--- src/rtl/power_switch_sequencer.sv ---
// Per-domain power-switch sequencer: isolation, retention save/restore, switch/ack handshake, domain reset.
// Optional rush-current staggering of power-up (one domain in ON_REQ at a time) under `POWER_SEQ_STAGGER_EN.
module power_switch_sequencer #(
    parameter int NUM_DOMAINS = 8,
    parameter int STEP_CYCLES = 4,
    parameter int ACK_TIMEOUT = 255
) (
    input  logic                   clk_i,
    input  logic                   rst_ni,
    input  logic [NUM_DOMAINS-1:0] domain_en_i,
    input  logic [NUM_DOMAINS-1:0] retention_req_i,
    input  logic [NUM_DOMAINS-1:0] pwr_ack_i,
    input  logic                   err_clr_i,
    output logic [NUM_DOMAINS-1:0] pwr_sw_en_o,
    output logic [NUM_DOMAINS-1:0] iso_en_o,
    output logic [NUM_DOMAINS-1:0] save_o,
    output logic [NUM_DOMAINS-1:0] restore_o,
    output logic [NUM_DOMAINS-1:0] domain_rst_no,
    output logic [NUM_DOMAINS-1:0] domain_ready_o,
    output logic [NUM_DOMAINS-1:0] timeout_err_o,
    output logic                   busy_o
);
    localparam int MAX_WAIT = (STEP_CYCLES > ACK_TIMEOUT) ? STEP_CYCLES : ACK_TIMEOUT;
    localparam int CNT_W    = $clog2(MAX_WAIT + 1);
    localparam logic [CNT_W-1:0] STEP_LAST = CNT_W'(STEP_CYCLES - 1);
    localparam logic [CNT_W-1:0] ACK_LAST  = CNT_W'(ACK_TIMEOUT - 1);

    typedef enum logic [3:0] {
        ST_ON      = 4'd0,
        ST_ISO     = 4'd1,
        ST_SAVE    = 4'd2,
        ST_OFF_REQ = 4'd3,
        ST_OFF     = 4'd4,
        ST_ON_REQ  = 4'd5,
        ST_RESTORE = 4'd6,
        ST_RST_REL = 4'd7,
        ST_ISO_REL = 4'd8
    } state_e;

    logic [NUM_DOMAINS-1:0] set_err_s;
    logic [NUM_DOMAINS-1:0] busy_s;
    logic [NUM_DOMAINS-1:0] timeout_err_r;
`ifdef POWER_SEQ_STAGGER_EN
    logic [NUM_DOMAINS-1:0] on_req_s;
    logic [NUM_DOMAINS-1:0] contend_s;
`endif

    for (genvar i = 0; i < NUM_DOMAINS; i++) begin : g_dom
        state_e           state_r, state_s;
        logic [CNT_W-1:0] cnt_r;
        logic             ret_r, ret_s;
        logic             grant_s, step_done_s, ack_done_s, err_s;
        logic             sw_s, iso_s, save_s, restore_s, rst_n_s, ready_s;

        assign step_done_s = (cnt_r == STEP_LAST);
        assign ack_done_s  = (cnt_r == ACK_LAST);

`ifdef POWER_SEQ_STAGGER_EN
        localparam logic [NUM_DOMAINS-1:0] LOWER_MASK = NUM_DOMAINS'((64'd1 << i) - 64'd1);
        assign on_req_s[i]  = (state_r == ST_ON_REQ);
        assign contend_s[i] = (state_r == ST_OFF) && domain_en_i[i];
        assign grant_s      = ~|on_req_s && ~|(contend_s & LOWER_MASK);
`else
        assign grant_s = 1'b1;
`endif

        // Next-state logic; the ack wait falls through on timeout and flags an error
        always_comb begin
            state_s = state_r;
            ret_s   = ret_r;
            err_s   = 1'b0;
            case (state_r)
                ST_ON: begin
                    if (!domain_en_i[i]) begin
                        state_s = ST_ISO;
                        ret_s   = retention_req_i[i];
                    end else begin
                        state_s = ST_ON;
                    end
                end
                ST_ISO: begin
                    if (domain_en_i[i]) begin
                        state_s = ST_ISO_REL;
                    end else if (step_done_s) begin
                        state_s = ret_r ? ST_SAVE : ST_OFF_REQ;
                    end else begin
                        state_s = ST_ISO;
                    end
                end
                ST_SAVE: begin
                    if (step_done_s) state_s = ST_OFF_REQ;
                    else             state_s = ST_SAVE;
                end
                ST_OFF_REQ: begin
                    if (!pwr_ack_i[i]) begin
                        state_s = ST_OFF;
                    end else if (ack_done_s) begin
                        state_s = ST_OFF;
                        err_s   = 1'b1;
                    end else begin
                        state_s = ST_OFF_REQ;
                    end
                end
                ST_OFF: begin
                    if (domain_en_i[i] && grant_s) state_s = ST_ON_REQ;
                    else                           state_s = ST_OFF;
                end
                ST_ON_REQ: begin
                    if (pwr_ack_i[i]) begin
                        state_s = ret_r ? ST_RESTORE : ST_RST_REL;
                    end else if (ack_done_s) begin
                        state_s = ret_r ? ST_RESTORE : ST_RST_REL;
                        err_s   = 1'b1;
                    end else begin
                        state_s = ST_ON_REQ;
                    end
                end
                ST_RESTORE: begin
                    if (step_done_s) state_s = ST_RST_REL;
                    else             state_s = ST_RESTORE;
                end
                ST_RST_REL: begin
                    if (step_done_s) state_s = ST_ISO_REL;
                    else             state_s = ST_RST_REL;
                end
                ST_ISO_REL: begin
                    if (step_done_s) state_s = ST_ON;
                    else             state_s = ST_ISO_REL;
                end
                default: state_s = ST_ON;
            endcase
        end

        // State, retention flag and dwell counter (restarts on every state change)
        always_ff @(posedge clk_i or negedge rst_ni) begin
            if (!rst_ni) begin
                state_r <= ST_ON;
                ret_r   <= 1'b0;
                cnt_r   <= '0;
            end else begin
                state_r <= state_s;
                ret_r   <= ret_s;
                if (state_s != state_r)           cnt_r <= '0;
                else if (cnt_r != {CNT_W{1'b1}})  cnt_r <= cnt_r + {{(CNT_W-1){1'b0}}, 1'b1};
                else                              cnt_r <= cnt_r;
            end
        end

        // Output decode of the registered state
        always_comb begin
            sw_s      = 1'b1;
            rst_n_s   = 1'b1;
            iso_s     = 1'b0;
            save_s    = 1'b0;
            restore_s = 1'b0;
            ready_s   = 1'b0;
            case (state_r)
                ST_ON:      ready_s = 1'b1;
                ST_ISO:     iso_s = 1'b1;
                ST_SAVE:    begin iso_s = 1'b1; save_s = 1'b1; end
                ST_OFF_REQ: begin iso_s = 1'b1; sw_s = 1'b0; rst_n_s = 1'b0; end
                ST_OFF:     begin iso_s = 1'b1; sw_s = 1'b0; rst_n_s = 1'b0; end
                ST_ON_REQ:  begin iso_s = 1'b1; rst_n_s = 1'b0; end
                ST_RESTORE: begin iso_s = 1'b1; rst_n_s = 1'b0; restore_s = 1'b1; end
                ST_RST_REL: iso_s = 1'b1;
                ST_ISO_REL: ready_s = 1'b0;
                default:    ready_s = 1'b0;
            endcase
        end

        assign pwr_sw_en_o[i]    = sw_s;
        assign iso_en_o[i]       = iso_s;
        assign save_o[i]         = save_s;
        assign restore_o[i]      = restore_s;
        assign domain_rst_no[i]  = rst_n_s;
        assign domain_ready_o[i] = ready_s;
        assign set_err_s[i]      = err_s;
        assign busy_s[i]         = (state_r != ST_ON) && (state_r != ST_OFF);
    end

    // Sticky timeout flags; a new set outranks a simultaneous clear
    always_ff @(posedge clk_i or negedge rst_ni) begin
        if (!rst_ni) timeout_err_r <= '0;
        else         timeout_err_r <= (timeout_err_r & ~{NUM_DOMAINS{err_clr_i}}) | set_err_s;
    end

    assign timeout_err_o = timeout_err_r;
    assign busy_o        = |busy_s;
endmodule

--- config.mk ---
export PLATFORM = sky130hd
export DESIGN_NAME = power_switch_sequencer
export DESIGN_NICKNAME = d
export VERILOG_FILES = /design/src/rtl/power_switch_sequencer.sv
export SDC_FILE = /design/constraint.sdc
export NUM_CORES = 1
export LEC_CHECK = 0
export BUFFER_PORTS_ARGS = -buffer_cell sky130_fd_sc_hd__buf_2
export CELL_PAD_IN_SITES_DETAIL_PLACEMENT = 1
export CELL_PAD_IN_SITES_GLOBAL_PLACEMENT = 1
export CORE_UTILIZATION = 46
export CTS_BUF_LIST = sky130_fd_sc_hd__clkbuf_4 sky130_fd_sc_hd__clkbuf_8
export DETAILED_ROUTE_END_ITERATION = 12
export MAX_ROUTING_LAYER = met4
export PLACE_DENSITY_LB_ADDON = 0.1
export SLEW_MARGIN = 5
export SYNTH_ARGS = -nofsm -noshare
export SYNTH_HDL_FRONTEND = slang
export SYNTH_SLANG_ARGS = --single-unit
export TNS_END_PERCENT = 50
--- constraint.sdc ---
create_clock -name clk_i -period 2.9 [get_ports clk_i]
set_input_delay 0.435 -clock clk_i [delete_from_list [all_inputs] [get_ports clk_i]]
set_output_delay 0.435 -clock clk_i [all_outputs]
set_load 0.005 [all_outputs]
Yosys cells after proc, flatten, opt, wreduce, memory -nomap -nowiden
Cells that the tools add are included.
- add/sub/neg operators: 8
- eq/ne operators: 104
- multiplexer cells: 216
- bitwise gates (word level): 11
- reduce and logical (&&, ||, !) cells: 65
- operators with widths (kind ; count):
    4-bit one-hot mux with 9 select lines ; 8
    4-bit by 3-bit equality test with 1-bit output, second input constant ; 32
    8-bit 2-to-1 mux ; 16
    1-bit 2-to-1 mux ; 120
    4-bit 2-to-1 mux ; 24
    8-bit by 1-bit adder with 8-bit output, second input constant ; 8
    4-bit by 2-bit equality test with 1-bit output, second input constant ; 16
    8-bit by 2-bit equality test with 1-bit output, second input constant ; 8
    8-bit equality test, second input constant ; 8
    8-bit inequality test, second input constant ; 8
    7-bit OR reduction ; 8
    2-bit 2-to-1 mux ; 24
    3-bit 2-to-1 mux ; 16
    4-bit by 1-bit equality test with 1-bit output, second input constant ; 8
    4-bit equality test, second input constant ; 8
    4-bit logical NOT ; 8
    4-bit by 3-bit inequality test with 1-bit output, second input constant ; 8
    4-bit inequality test ; 8
    4-bit nonzero test ; 8
    4-bit OR reduction ; 8
    1-bit one-hot mux with 2 select lines ; 8
    2-bit AND reduction ; 8
    2-bit nonzero test ; 8
    2-bit OR reduction ; 8
    other kinds (6) ; 20
- flip-flop bits (word level): 112
- logic and storage cells: 429

Depth between registers and ports, before layout
- depth in word-level cells: 6
- mapped depth: 8

Worst setup path before layout
No wires, ideal clock.
- path type: reg2reg
- from: reg g_dom[0].cnt_r[5]
- to: reg g_dom[0].cnt_r[1]
- arrival time: 2.448 ns
- required time: 2.793 ns
- slack: 0.345 ns
- stages on the path, launching flop included: 7
- path buffers: 0
- cell sequence: dfrtp_1 > or4_4 > nor4b_4 > o32ai_2 > a2111oi_4 > xnor2_2 > a2111oi_4
- longest elaborated chain between the ends: 6
- elaborated cells on any way between the ends: 17
- classes of those cells: 4 x eq/ne; 12 x mux; 1 x reduce/logical
- RTL lines (element ; RTL line ; source):
    start: declaration ; 50 ; logic [CNT_W-1:0] cnt_r;
    start signal: assignment ; 144 ; else if (cnt_r != {CNT_W{1'b1}}) cnt_r <= cnt_r + {{(CNT_W-1){1'b0}}, 1'b1};
    start signal: assignment ; 145 ; else cnt_r <= cnt_r;
    8-bit equality test or 8-bit by 2-bit equality test with 1-bit output (tied branches) ; 56, 55 ;
    2-bit 2-to-1 mux, or another cell as far along ; 111 ; end else if (ack_done_s) begin
    2-bit 2-to-1 mux, or another cell as far along ; 109 ; if (pwr_ack_i[i]) begin
    4-bit one-hot mux with 9 select lines ; 72 ; case (state_r)
    4-bit inequality test ; 143 ; if (state_s != state_r) cnt_r <= '0;
    8-bit 2-to-1 mux or 2-bit nonzero test (tied branches) ; -- ;
Several ways; a longest one is shown, not always the timed one.
A chain may end at the register's enable or synchronous reset.

Worst setup path in the final report
- from: reg g_dom[1].state_r[0]
- to: out busy_o
- longest elaborated chain between the ends: 3
- elaborated cells on any way between the ends: 4
- classes of those cells: 1 x eq/ne; 3 x reduce/logical
- RTL lines (element ; RTL line ; source):
    start: declaration ; 49 ; state_e state_r, state_s;
    start signal: assignment ; 141 ; state_r <= state_s;
    4-bit by 3-bit inequality test with 1-bit output or 4-bit nonzero test (tied branches) ; 178 ; assign busy_s[i] = (state_r != ST_ON) && (state_r != ST_OFF);
    1-bit logical AND (*) ; 178 ;
    8-bit OR reduction (*) ; 188 ; assign busy_o = |busy_s;
    end: declaration ; 21 ; output logic busy_o
Mark *: on every way between the ends. The rest lies on a longest branch, timed or not.

==> key figures <==
Synth
  • Syn Inst Count: 991
  • Yosys top cell by area: dfrtp_1
  • Syn nets: ~1,000
  • Synth area leaders: dfrtp_1 (35%), nor2_1 (5.1%), buf_4 (4.5%), nor3_1 (4.3%), nand2_1 (3.3%)
  • Post-synth EDFFs: 0
  • Seq cells post-synth: between 100 and 150
  • Mapped Avg Cell Area: 8.15 sq um
  • Async SR Flop Fraction: 100%
  • Ys Warns: 0
  • Post-synthesis sequential area ratio: 34.7%
  • Primary FF master, synth: dfrtp_1
  • Synthesized cell area: 0.00807 sq mm
  • Synth top area share: a little over a third
  • Post-synth cell types: 74

Cells and area
  • Nets: about 1,100
  • Fillers: approximately 2,100
  • # diodes: 0
  • Layout cells sized above 1: 15.1%
  • Synth-to-Final Area Change: 6.71%
  • Post-Layout Cell Count: 1,240

Drt
  • Post-Route WL: around 21,000 um
  • DR iter-0 viols: 386
  • Wire length per cell: around 17 um
  • Via count: 7,331
  • DRC: 0
  • Remaining antenna violation count after routing: 0
  • Pre-Repair DR Iteration Count: 4
  • Vias per cell: between 5 and 6

Clock tree
  • CTS max path bufs: 2
  • CTS clk-pin slew, worst paths: roughly 100 ps
  • Clk root buf: clkbuf_8
  • CTS sink count: 112
  • CTS Hold Bufs: 0
  • Clock latency on the worst-skew pair: between 300 and 400 ps
  • Num CTS Buffers: 9
  • Htree depth: 3
  • CTS tree: yes
  • Post-CTS setup repair buffer count: 0
  • Resized Gates After CTS: 0

Pwr
  • Static Leak: around 3.6 nW
  • Seq pwr share: ~39%
  • Int Pwr: 3.57 mW
  • Clock Power Share: approximately 16%
  • Switch Pwr: around 2.8 mW
  • Switching Fraction: between 40% and 50%
  • Power Density: between 700 and 800 mW/mm^2
  • Share of total power in combinational logic: around 46%
  • Max IR drop VDD: approximately 0.33 mV

Floorplan
  • Starting Density: a little under half
  • IO Count: 84
  • Die width: about 130 um
  • Die span in y: 134 um
  • FP Rows: 48
  • Core ar.: ~0.017 sq mm
  • Die area: approximately 0.018 sq mm

Worst setup path
  • Data required time of the critical path: between 2000 and 2500 ps
  • Crit. End Element: output pin
  • Setup crit start kind: flip-flop
  • Setup CP Type: reg2out
  • Crit-path max FO: 11
  • WP data arrival: between 2000 and 2500 ps

STA
  • Slew Limit Headroom: approximately 23%
  • Final Hold Viols: 0
  • RSZ-0062 raised after global routing: no
  • Clk_skew: approximately 7.7 ps
  • Setup TNS Final: 0 ps
  • Final setup margin: 169 ps
  • Min Tclk post-route: between 2000 and 3000 ps
  • Final worst-path cycle share: 94.2%
  • Final setup viols: 0
  • Max Slew Vio Count: 0
  • Worst slew pin tran: approximately 1100 ps
  • Fmax: roughly 0.37 GHz

GRT
  • Gr usage total: about a quarter
  • Largest net degree at the start of global routing: between 40 and 50
  • Vias in the first global route: approximately 7,000
  • Grt ovf: 0
  • Initial antenna violation count: 0
  • First-pass GRT wire length: 35,500 um

Place
  • Post-DP HPWL: approximately 15,000 um
  • Port Buffer Count: 83
  • Gpl congestion: roughly 0.87
  • Placed Instances: roughly 1,200
  • Placement Setup Slack: 335 ps

Job
  • Max Cap Viol: 0

Min path
  • Hold crit path type: in2async

Outcome
  • Status: finished clean
per-layer routing:
metal,global-route usage [%],vias up,routed length [um]
met5,-,-,0
met4,5.99,0,200
met3,2.21,13,518
met2,38.3,111,9600
met1,35.1,3624,10700
li1,-,3583,-
area by class of cell:
type,instances,area (sq um),share of cell area [%]
Tap cell,225,282,3.27
Clock inverter,3,40.0,0.465
Multi-Input combinational cell,741,4570,53.1
Timing Repair Buffer,106,603,7.00
Clock buffer,13,166,1.93
Inverter,40,150,1.74
Sequential cell,112,2800,32.5
registers in the layout (all words and copies together), names as in the netlist:
name           count
g_dom.state_r     32
g_dom.cnt_r       64
timeout_err_o      8
g_dom.ret_r        8
synthesized netlist by cell type, types with 8 or more instances:
| cell | number |
|---|---|
| or3_1 | 9 |
| o22ai_1 | 16 |
| nand4_1 | 26 |
| o21ai_0 | 46 |
| nand2_1 | 70 |
| nor3b_1 | 13 |
| a21oi_1 | 26 |
| or2_2 | 8 |
| buf_4 | 48 |
| inv_1 | 40 |
| xnor2_1 | 23 |
| ha_1 | 16 |
| dfrtp_1 | 112 |
| a22oi_1 | 8 |
| o32ai_1 | 8 |
| xor2_1 | 23 |
| nand3_1 | 47 |
| nor3_1 | 70 |
| nor4_1 | 20 |
| a211oi_1 | 12 |
| nor2_1 | 109 |
| mux2_2 | 9 |
| a31oi_1 | 18 |
| nor2b_1 | 11 |
| clkbuf_1 | 47 |
| nand3b_1 | 9 |
| nand2b_1 | 27 |
| and3_1 | 20 |
kinds of logic after synthesis:
| group | count (synthesis) | synth area share (%) |
|---|---|---|
| AO/OA/AOI/OAI | 194 | 16.6 |
| adder cells (fa/ha/maj) | 16 | 2.48 |
| multiplexers | 13 | 1.75 |
| XOR/XNOR | 47 | 5.19 |
| AND/OR/NAND/NOR | 471 | 30.6 |
| buffers and inverters | 138 | 8.66 |
| flip-flops | 112 | 34.7 |
worst max-delay path, stage by stage, from the launching register on:
cell	delay, ps
dfrtp_1	520
or3_1	500
nand3b_1	190
or4_1	550
buf_2	150
power by group through the flow:
stage / Combinational, mW / Sequential, mW / Clock, mW
CTS: 2.90 / 2.44 / 1.04
global route: 3.23 / 2.53 / 1.08
finish: 2.87 / 2.45 / 0.997
detailed placement: 2.88 / 2.47 / 0
floorplan: 2.43 / 2.13 / 0
global placement: 2.85 / 2.46 / 0
cell usage in the layout (no fill, tap or decap), types with 3 or more instances in the layout:
master / n
dfrtp_1: 112
nor4_1: 20
nand3_1: 47
o211ai_1: 7
and2_1: 6
clkbuf_8: 11
nor3b_1: 13
a22oi_1: 8
buf_4: 23
mux2_2: 9
ha_1: 16
inv_1: 40
o31ai_1: 6
o22ai_1: 16
and3_1: 20
nand3b_1: 9
xnor2_1: 23
a211oi_1: 12
o32ai_1: 8
a31oi_1: 18
nor2b_1: 11
buf_2: 82
nand4_1: 26
a2111oi_0: 6
or3_1: 9
nand2_1: 70
a221o_1: 3
a32oi_1: 3
a21o_1: 5
o21bai_1: 3
and4_1: 5
nor2_1: 109
or4_1: 7
o21ai_0: 46
mux2i_1: 4
a21oi_1: 26
nor3_1: 70
or2_2: 8
nand2b_1: 27
xor2_1: 23
path summary, 6_finish.rpt:
check	from	end	slack, ps	cells past startpoint
min in group clk_i	retention_req_i[2]	g_dom[2].ret_r$_DFFE_PN0P_	280	2
worst min register to register	timeout_err_o[0]$_DFF_PN0_	timeout_err_o[0]$_DFF_PN0_	530	2
worst max-delay path	g_dom[1].state_r[0]$_DFF_PN0_	busy_o	170	4
worst max register to register	g_dom[4].cnt_r[1]$_DFFE_PN0P_	g_dom[4].cnt_r[4]$_DFFE_PN0P_	290	7
max in group asynchronous	rst_ni	g_dom[5].ret_r$_DFFE_PN0P_	2100	2
worst min-delay path	rst_ni	g_dom[2].state_r[3]$_DFF_PN0_	10	1
through the flow:
step / total power, mW / hold WS (ps) / cell area [sq um] / utilization (%)
final: 6.32 / 14.7 / 8620 / 50.0
after global routing: 6.84 / 78.4 / 8620 / 50.0
after CTS: 6.38 / 41.1 / 8620 / 50.0
after detailed placement: 5.36 / 476 / 8410 / 48.8
after global placement: 5.32 / 473 / 8410 / 48.8
after floorplan: 4.56 / 139 / 8070 / -
Power figures use the tool's default switching activity.
